### config.mk
export PLATFORM = sky130hd
export DESIGN_NAME = branch_sequencer
export DESIGN_NICKNAME = d
export VERILOG_FILES = /design/src/rtl/branch_sequencer_pkg.sv /design/src/rtl/branch_cond.sv /design/src/rtl/branch_sequencer.sv
export SDC_FILE = /design/constraint.sdc
export NUM_CORES = 1
export LEC_CHECK = 0
export ABC_AREA = 1
export CAP_MARGIN = 0
export CORE_MARGIN = 1.5
export CORE_UTILIZATION = 41
export DETAILED_ROUTE_END_ITERATION = 16
export PLACE_DENSITY = 0.77
export REMOVE_ABC_BUFFERS = 1
export SETUP_SLACK_MARGIN = 0.4
export SLEW_MARGIN = 20
export SYNTH_ARGS = -nofsm -noshare
export SYNTH_HDL_FRONTEND = slang
export SYNTH_SLANG_ARGS = --single-unit
### constraint.sdc
create_clock -name clk -period 13.45 [get_ports clk]
set_input_delay 1.345 -clock clk [delete_from_list [all_inputs] [get_ports clk]]
set_output_delay 1.345 -clock clk [all_outputs]
set_load 0.02 [all_outputs]
### src/rtl/branch_sequencer_pkg.sv
// Shared ALU opcodes, branch compare codes, request kinds and sequencer states
// for the branch sequencer and anything else that drives the core ALU.
package branch_sequencer_pkg;

  localparam int XLEN_DEF = 32;

  localparam logic [3:0] ALU_ADD  = 4'd0;
  localparam logic [3:0] ALU_SUB  = 4'd1;
  localparam logic [3:0] ALU_SLT  = 4'd2;
  localparam logic [3:0] ALU_SLTU = 4'd3;
  localparam logic [3:0] ALU_XOR  = 4'd4;
  localparam logic [3:0] ALU_OR   = 4'd5;
  localparam logic [3:0] ALU_AND  = 4'd6;

  localparam logic [2:0] ALU_CMP_EQ  = 3'd0;
  localparam logic [2:0] ALU_CMP_NE  = 3'd1;
  localparam logic [2:0] ALU_CMP_LT  = 3'd4;
  localparam logic [2:0] ALU_CMP_GE  = 3'd5;
  localparam logic [2:0] ALU_CMP_LTU = 3'd6;
  localparam logic [2:0] ALU_CMP_GEU = 3'd7;

  localparam logic [1:0] BR_KIND_BRANCH = 2'd0;
  localparam logic [1:0] BR_KIND_JAL    = 2'd1;
  localparam logic [1:0] BR_KIND_JALR   = 2'd2;
  localparam logic [1:0] BR_KIND_RSVD   = 2'd3;

  typedef enum logic [1:0] {
    BR_SEQ_ST_IDLE  = 2'd0,
    BR_SEQ_ST_CMP   = 2'd1,
    BR_SEQ_ST_TGT   = 2'd2,
    BR_SEQ_ST_REDIR = 2'd3
  } br_seq_st_e;

  function automatic logic br_is_jump(input logic [1:0] kind);
    return (kind == BR_KIND_JAL) || (kind == BR_KIND_JALR);
  endfunction

endpackage

### src/rtl/branch_cond.sv
// Combinational branch condition unit: picks the ALU compare opcode for a
// branch compare code and evaluates taken from the ALU result.
module branch_cond
  import branch_sequencer_pkg::*;
#(
  parameter int XLEN = 32
) (
  input  logic [2:0]      i_cmp_opcode,
  input  logic [XLEN-1:0] i_alu_result,
  output logic [3:0]      o_alu_opcode,
  output logic            o_taken
);

  logic w_zero;
  assign w_zero = (i_alu_result == '0);

  always_comb begin
    o_alu_opcode = ALU_XOR;
    o_taken      = 1'b0;
    case (i_cmp_opcode)
      ALU_CMP_EQ:  begin o_alu_opcode = ALU_XOR;  o_taken = w_zero;           end
      ALU_CMP_NE:  begin o_alu_opcode = ALU_XOR;  o_taken = !w_zero;          end
      ALU_CMP_LT:  begin o_alu_opcode = ALU_SLT;  o_taken = i_alu_result[0];  end
      ALU_CMP_GE:  begin o_alu_opcode = ALU_SLT;  o_taken = !i_alu_result[0]; end
      ALU_CMP_LTU: begin o_alu_opcode = ALU_SLTU; o_taken = i_alu_result[0];  end
      ALU_CMP_GEU: begin o_alu_opcode = ALU_SLTU; o_taken = !i_alu_result[0]; end
      default:     begin o_alu_opcode = ALU_XOR;  o_taken = 1'b0;             end
    endcase
  end

endmodule

### src/rtl/branch_sequencer.sv
// Multi-cycle branch/JAL/JALR resolver time-sharing the core ALU (compare pass,
// target pass, redirect handshake). Optional BRANCH_SEQ_MISALIGN_EN traps misaligned targets.
module branch_sequencer
  import branch_sequencer_pkg::*;
#(
  parameter int XLEN = 32
) (
  input  logic            clk,
  input  logic            rst_n,
  input  logic            flush,
  input  logic            req_valid,
  output logic            req_ready,
  input  logic [1:0]      req_kind,
  input  logic [2:0]      req_cmp_opcode,
  input  logic [XLEN-1:0] req_pc,
  input  logic [XLEN-1:0] req_rs1,
  input  logic [XLEN-1:0] req_rs2,
  input  logic [XLEN-1:0] req_imm,
  output logic [XLEN-1:0] alu_a,
  output logic [XLEN-1:0] alu_b,
  output logic [3:0]      alu_opcode,
  input  logic [XLEN-1:0] alu_result,
  output logic            alu_own,
  output logic            redirect_valid,
  input  logic            redirect_ready,
  output logic [XLEN-1:0] redirect_pc,
`ifdef BRANCH_SEQ_MISALIGN_EN
  output logic            misalign,
`endif
  output logic            done,
  output logic            done_taken,
  output logic            link_valid,
  output logic [XLEN-1:0] link_data
);

  br_seq_st_e      r_state;
  br_seq_st_e      w_next;
  logic [1:0]      r_kind;
  logic [2:0]      r_cmp_op;
  logic [XLEN-1:0] r_pc;
  logic [XLEN-1:0] r_rs1;
  logic [XLEN-1:0] r_rs2;
  logic [XLEN-1:0] r_imm;
  logic [XLEN-1:0] r_target;
  logic [XLEN-1:0] r_link;

  logic            w_accept;
  logic            w_tgt_load;
  logic [3:0]      w_cond_op;
  logic            w_cond_taken;
  logic            w_jump;

  assign w_jump = br_is_jump(r_kind);

  branch_cond #(.XLEN(XLEN)) u_cond (
    .i_cmp_opcode (r_cmp_op),
    .i_alu_result (alu_result),
    .o_alu_opcode (w_cond_op),
    .o_taken      (w_cond_taken)
  );

  always_ff @(posedge clk or negedge rst_n) begin
    if (!rst_n) r_state <= BR_SEQ_ST_IDLE;
    else        r_state <= w_next;
  end

  // Operand/target storage carries no reset; outputs derived from it are gated by state.
  always_ff @(posedge clk) begin
    if (w_accept) begin
      r_kind   <= req_kind;
      r_cmp_op <= req_cmp_opcode;
      r_pc     <= req_pc;
      r_rs1    <= req_rs1;
      r_rs2    <= req_rs2;
      r_imm    <= req_imm;
      r_link   <= req_pc + XLEN'(4);
    end
    if (w_tgt_load)
      r_target <= {alu_result[XLEN-1:1], alu_result[0] & (r_kind != BR_KIND_JALR)};
  end

  always_comb begin
    w_next         = r_state;
    w_accept       = 1'b0;
    w_tgt_load     = 1'b0;
    req_ready      = 1'b0;
    alu_own        = 1'b0;
    alu_a          = '0;
    alu_b          = '0;
    alu_opcode     = '0;
    redirect_valid = 1'b0;
    done           = 1'b0;
    done_taken     = 1'b0;
    link_valid     = 1'b0;
`ifdef BRANCH_SEQ_MISALIGN_EN
    misalign       = 1'b0;
`endif
    case (r_state)
      BR_SEQ_ST_IDLE: begin
        req_ready = !flush;
        if (req_valid && !flush) begin
          w_accept = 1'b1;
          w_next   = br_is_jump(req_kind) ? BR_SEQ_ST_TGT : BR_SEQ_ST_CMP;
        end
      end
      BR_SEQ_ST_CMP: begin
        alu_own    = 1'b1;
        alu_a      = r_rs1;
        alu_b      = r_rs2;
        alu_opcode = w_cond_op;
        if (flush) begin
          w_next = BR_SEQ_ST_IDLE;
        end else if (w_cond_taken && (r_kind != BR_KIND_RSVD)) begin
          w_next = BR_SEQ_ST_TGT;
        end else begin
          done   = 1'b1;
          w_next = BR_SEQ_ST_IDLE;
        end
      end
      BR_SEQ_ST_TGT: begin
        alu_own    = 1'b1;
        alu_a      = (r_kind == BR_KIND_JALR) ? r_rs1 : r_pc;
        alu_b      = r_imm;
        alu_opcode = ALU_ADD;
        if (flush) begin
          w_next = BR_SEQ_ST_IDLE;
        end else begin
          w_tgt_load = 1'b1;
          w_next     = BR_SEQ_ST_REDIR;
        end
      end
      BR_SEQ_ST_REDIR: begin
`ifdef BRANCH_SEQ_MISALIGN_EN
        if (r_target[1:0] != 2'b00) begin
          misalign   = !flush;
          done       = !flush;
          done_taken = !flush;
          w_next     = BR_SEQ_ST_IDLE;
        end else
`endif
        begin
          // A handshake that lands together with flush still completes.
          redirect_valid = 1'b1;
          if (redirect_ready) begin
            done       = 1'b1;
            done_taken = 1'b1;
            link_valid = w_jump;
            w_next     = BR_SEQ_ST_IDLE;
          end else if (flush) begin
            w_next = BR_SEQ_ST_IDLE;
          end
        end
      end
      default: w_next = BR_SEQ_ST_IDLE;
    endcase
  end

  assign redirect_pc = redirect_valid ? r_target : '0;
  assign link_data   = link_valid ? r_link : '0;

endmodule

* After elaboration in Yosys (flattened, before gate mapping)
Index checks and enable logic that the tools add are counted.
Operators by class: $add $sub $neg 1, bitwise gates (word level) 1, mux-type cells 30, eq/ne operators 16, reductions and logical operators 16
Operators with widths (count):
- $pmux W32 S2 | 2
- $mux W32 | 3
- $add A32 B3 Y32 const B | 1
- $logic_not A32 Y1 | 1
- $mux W2 | 7
- $mux W1 | 13
- $eq A3 B3 Y1 const B | 4
- $reduce_or A2 Y1 | 5
- $eq A2 B2 Y1 const B | 4
- $pmux W2 S4 | 1
- $eq A2 B1 Y1 const B | 3
- $ne A2 B2 Y1 const B | 3
- $pmux W3 S2 | 1
- $mux W4 | 1
- $pmux W1 S4 | 1
- $eq A3 B1 Y1 const B | 1
- $logic_not A1 Y1 | 3
- $logic_not A3 Y1 | 1
- $ne A3 B3 Y1 const B | 1
- $logic_and A1 B1 Y1 | 2
- $logic_not A2 Y1 | 1
- $logic_or A1 B1 Y1 | 2
- $pmux W1 S2 | 1
- $reduce_and A2 Y1 | 1
- $and A1 B1 Y1 | 1
Storage, ports and cells: word-level logic and storage cells 73, register bits after elaboration 199, output and inout bits 138

* Logic depth before layout (Yosys ltp)
depth after elaboration 7, depth in mapped cells 11, depth with buffers taken out 11

* Cells and area by module
A second synthesis with hierarchy kept.
Unflattened totals: cell total of the unflattened synthesis 836, area total of the unflattened synthesis 8839.7 um^2
Modules (own cells, without submodules):
- branch_sequencer | times used 1, cells an instance 792, seq. area each 5905.7 um^2, area an instance 8653.3 um^2
- branch_cond | times used 1, cells an instance 44, seq. area each 0.0 um^2, area an instance 186.4 um^2

* Least setup slack after synthesis
Ideal clock, no wire load.
path type input to register, start input flush, end register r_cmp_op[0] (enable), arrival time 12.568 ns, stages 1, library setup time 0.888 ns, data required time 12.562 ns, slack -0.006 ns, buffers on the path 0, cells stage by stage nor3_1
On the way: cells in the longest elaborated chain, start to end 4
RTL lines:
- from (decl) | line branch_sequencer.sv:10 | input logic flush,
- $logic_not A1 Y1 | line branch_sequencer.sv:101 | if (req_valid && !flush) begin
- $logic_and A1 B1 Y1 | line branch_sequencer.sv:101
- $mux W1 | line branch_sequencer.sv:101
- $mux W1 | line branch_sequencer.sv:98 | case (r_state)
- to (signal assigned) | line branch_sequencer.sv:71 | r_cmp_op <= req_cmp_opcode;
- to (decl) | line branch_sequencer.sv:39 | logic [2:0] r_cmp_op;
Every way passes these cells. A chain may end at the register's enable or synchronous reset.

* Final worst setup path
start input alu_result[1], end output done
On the way: cells in the longest elaborated chain, start to end 7
RTL lines:
- from (decl) | line branch_sequencer.sv:22 | input logic [XLEN-1:0] alu_result,
- $logic_not A32 Y1 * | line branch_cond.sv:15 | assign w_zero = (i_alu_result == '0);
- $logic_not A1 Y1 | line branch_cond.sv:22 | ALU_CMP_NE: begin o_alu_opcode = ALU_XOR; o_taken = !w_zero; end
- $pmux W1 S4 * | line branch_cond.sv:20 | case (i_cmp_opcode)
- $logic_and A1 B1 Y1 * | line branch_sequencer.sv:113 | end else if (w_cond_taken && (r_kind != BR_KIND_RSVD)) begin
- $mux W1 * | line branch_sequencer.sv:113
- $mux W1 * | line branch_sequencer.sv:111 | if (flush) begin
- $pmux W1 S2 * | line branch_sequencer.sv:98
- to (decl) | line branch_sequencer.sv:30 | output logic done,
Every way passes the cells marked *; elsewhere a longest branch is shown, timed or not.

==> metrics.txt <==
Routed WL around 22000 um; #FFs+latches synth 197; Clock Skew roughly 0.013 ns; Slew Limit Fails 0; Pwr per Cell Area ~170 nW/um^2; register area between 5000 and 6000 um^2; CP max-delay cell clkdlybuf4s50_1; drt pass-1 iters 7; number of max-cap violations 0; Core Area roughly 21000 um^2; vias per cell 4.61; quantity of hold-fixing buffers added after cts 0; Final Util ~61%; clock power share a little under a quarter; Worst Tran Pin Value roughly 0.89 ns; peak supply drop between 90 and 100 uV; CP arrival around 3.3 ns; crit end category primary output; crit path from alu_result[1]; DPL Wire Length around 16000 um; vias in the first global route 6375; crit path to done; Post-synth EDFFs about 200; Tcrit/Tclk final 34.8%; Avg WL per Cell between 15 and 20 um; antenna viol nets, final 0; critical path type input pin to primary output; Fillers 1688; layout cells sized above 1 about 6%; vias after detailed routing 6427; GRT met1 Usage 23.3%; worst reg2reg path depth 6; total CTS buffers 17; CP most frequent cell nand2_1; Post-layout nets between 1k and 1.5k; Int Pwr roughly 1.4 mW; critical path required time roughly 12 ns; P_leak slightly above 5 nW; PostCTS Resize Cnt 0; reg2reg start r_state[0]; critical path's largest stage delay 0.62 ns; H-tree depth 4; total negative slack 0 ns; die width approximately 150 um; antenna violations before repair 0; Initial Util 41.5%; Final Critical Period between 4 and 5 ns; RSZ-0062 raised after global routing false; fmax 213 MHz; largest net degree at the start of global routing 70; worst skew pair latency 0.43 ns; met2 GRT Util about a third; switching power around 0.8 mW; met3 usage 5.55%; Flop pwr share roughly 36%; Area Overhead vs Synth 46.2%; Tightest Hold Check Type flop to flop; CTS sink cnt between 150 and 200; Gate power share between 30% and 40%; first-pass GRT wire length ~33000 um; CP Launch Type input pin; drt drc 0; Seq/Total Area, Yosys 68.1%; Synth Instances 800; Ys Warns 0; Synth Area per Inst roughly 11 um^2; Max FO, Critical Path 2; FF-to-FF setup slack ~11 ns; initial drt markers just over 300; PortBufs 306; Antenna diodes 0; clk buf depth 2; Tot GR Track Use about a fifth; I/O pin total 308; total congestion overflow 0; R2R Path End r_imm[8]; Async SR Flop Fraction around 1%; postcts setup bufs 0; routability cong. 0.778; switching part of the total between 30% and 40%; CP bufs+invs 2; Distinct cells, synth 28; Setup violations, final 0; Largest delay share family, worst path buffers and inverters; crit path cell chain clkdlybuf4s50_1 -> nor2_1 -> nand2_1 -> nor2_1 -> nand2_1 -> o21ai_0 -> nand3_1 -> nand2_1 -> nand2_1 -> nand2_1 -> clkdlybuf4s50_1; synthesized cell area approximately 8700 um^2; outcome finished clean; CTS tree done; multi-input logic area ~2000 um^2; clock root buffer clkbuf_16; Rows 53; gr busiest metal met2; WP depth 11; die footprint 22000 um^2; Worst slew margin between 40% and 50%; Fin. Hold Viols 0; top_reg_cell synth edfxtp_1; DIE HEIGHT 148 um; Worst-path clk slew roughly 0.070 ns
==> worst min path at each step <==
stage	endpoint	from	slack (ns)	cells after the start
global placement	r_state[1]	r_state[1]	0.59	2
global route	r_state[1]	r_state[1]	0.65	2
CTS	r_state[1]	r_state[1]	0.63	2
floorplan	r_state[1]	r_state[1]	0.54	2
finish	r_state[1]	r_state[1]	0.62	2
detailed placement	r_state[1]	r_state[1]	0.62	2
==> cell usage after synthesis (8+ instances only) <==
| master | number | share of area (%) |
|---|---|---|
| edfxtp_1 | 195 | 67 |
| inv_1 | 186 | 8.0 |
| o22ai_1 | 32 | 2.3 |
| nor2_1 | 106 | 4.6 |
| nand3_1 | 10 | 0.58 |
| xnor2_1 | 12 | 1.2 |
| xor2_1 | 16 | 1.6 |
| nand2_1 | 132 | 5.7 |
| clkbuf_1 | 27 | 1.2 |
| a21oi_1 | 35 | 2.0 |
| ha_1 | 8 | 1.2 |
==> registers in the layout (all words and copies together), names as in the netlist <==
signal,count
r_rs1,32
r_state,2
r_imm,32
r_kind,2
r_target,32
r_rs2,32
r_link,30
r_cmp_op,3
r_pc,32
==> cell type report <==
class,count,share of cell area (%)
Multi-Input combinational cell,385,15.5
Inverter,189,5.59
Timing Repair Buffer,315,24.8
Sequential cell,197,46.6
Tap cell,275,2.71
Clock buffer,17,3.35
Clock inverter,15,1.42
==> stage by stage <==
stage | hold WS (ns) | power (mW) | cells | worst slack (ns) | cell area [um^2]
after detailed placement | 0.616 | 1.66 | 1360 | 8.50 | 12000
after global placement | 0.593 | 1.64 | 1360 | 8.65 | 12000
after global routing | 0.648 | 2.27 | 1393 | 8.62 | 12700
final | 0.620 | 2.16 | 1393 | 8.76 | 12700
after floorplan | 0.543 | 1.25 | 771 | -0.00605 | 8560
after CTS | 0.626 | 2.17 | 1392 | 8.49 | 12700
==> power groups by stage <==
stage | sequential (mW) | clock, mW | combinational (mW)
detailed placement | 0.799 | 0 | 0.857
floorplan | 0.820 | 0 | 0.434
global placement | 0.796 | 0 | 0.848
global route | 0.791 | 0.548 | 0.930
finish | 0.785 | 0.511 | 0.860
CTS | 0.785 | 0.524 | 0.861
==> cell usage in the layout (no fill, tap or decap), drive strengths merged <==
master         count
clkdlybuf4s50    306
inv              197
edfxtp           195
nand2            139
nor2             110
a21oi             35
o22ai             32
clkbuf            17
xor2              16
xnor2             12
nand3             11
buf                9
ha                 8
clkinv             6
nand4              5
o21ai              5
nor3               5
or2                2
nor3b              2
nor4               2
dfrtp              2
conb               1
clkinvlp           1
==> worst register-to-register path, cell delays in order (launching register included) <==
cell and delay, ns:
dfrtp_1 0.40, inv_1 0.13, ha_1 0.18, inv_1 0.06
nor3_2 0.14, buf_4 0.38, buf_4 0.77
==> cell families (layout without fill, tap and decap cells) <==
kind of cell	count (synthesis)	after routing	share of synthesized area [%]
simple gates	276	276	13.8
buf+inv	218	536	9.49
flops	197	197	68.1
compound gates	72	72	4.61
xor+xnor	28	28	2.83
fa+ha+maj	8	8	1.15
other cells	1	1	0.0432
==> layer usage <==
| metal | vias up | wire (um) |
|---|---|---|
| li1 | 3161 | - |
| met1 | 3030 | 8600 |
| met2 | 199 | 11300 |
| met3 | 37 | 1500 |
| met4 | 0 | 745 |
| met5 | - | 0 |
Power figures use the tool's default switching activity.
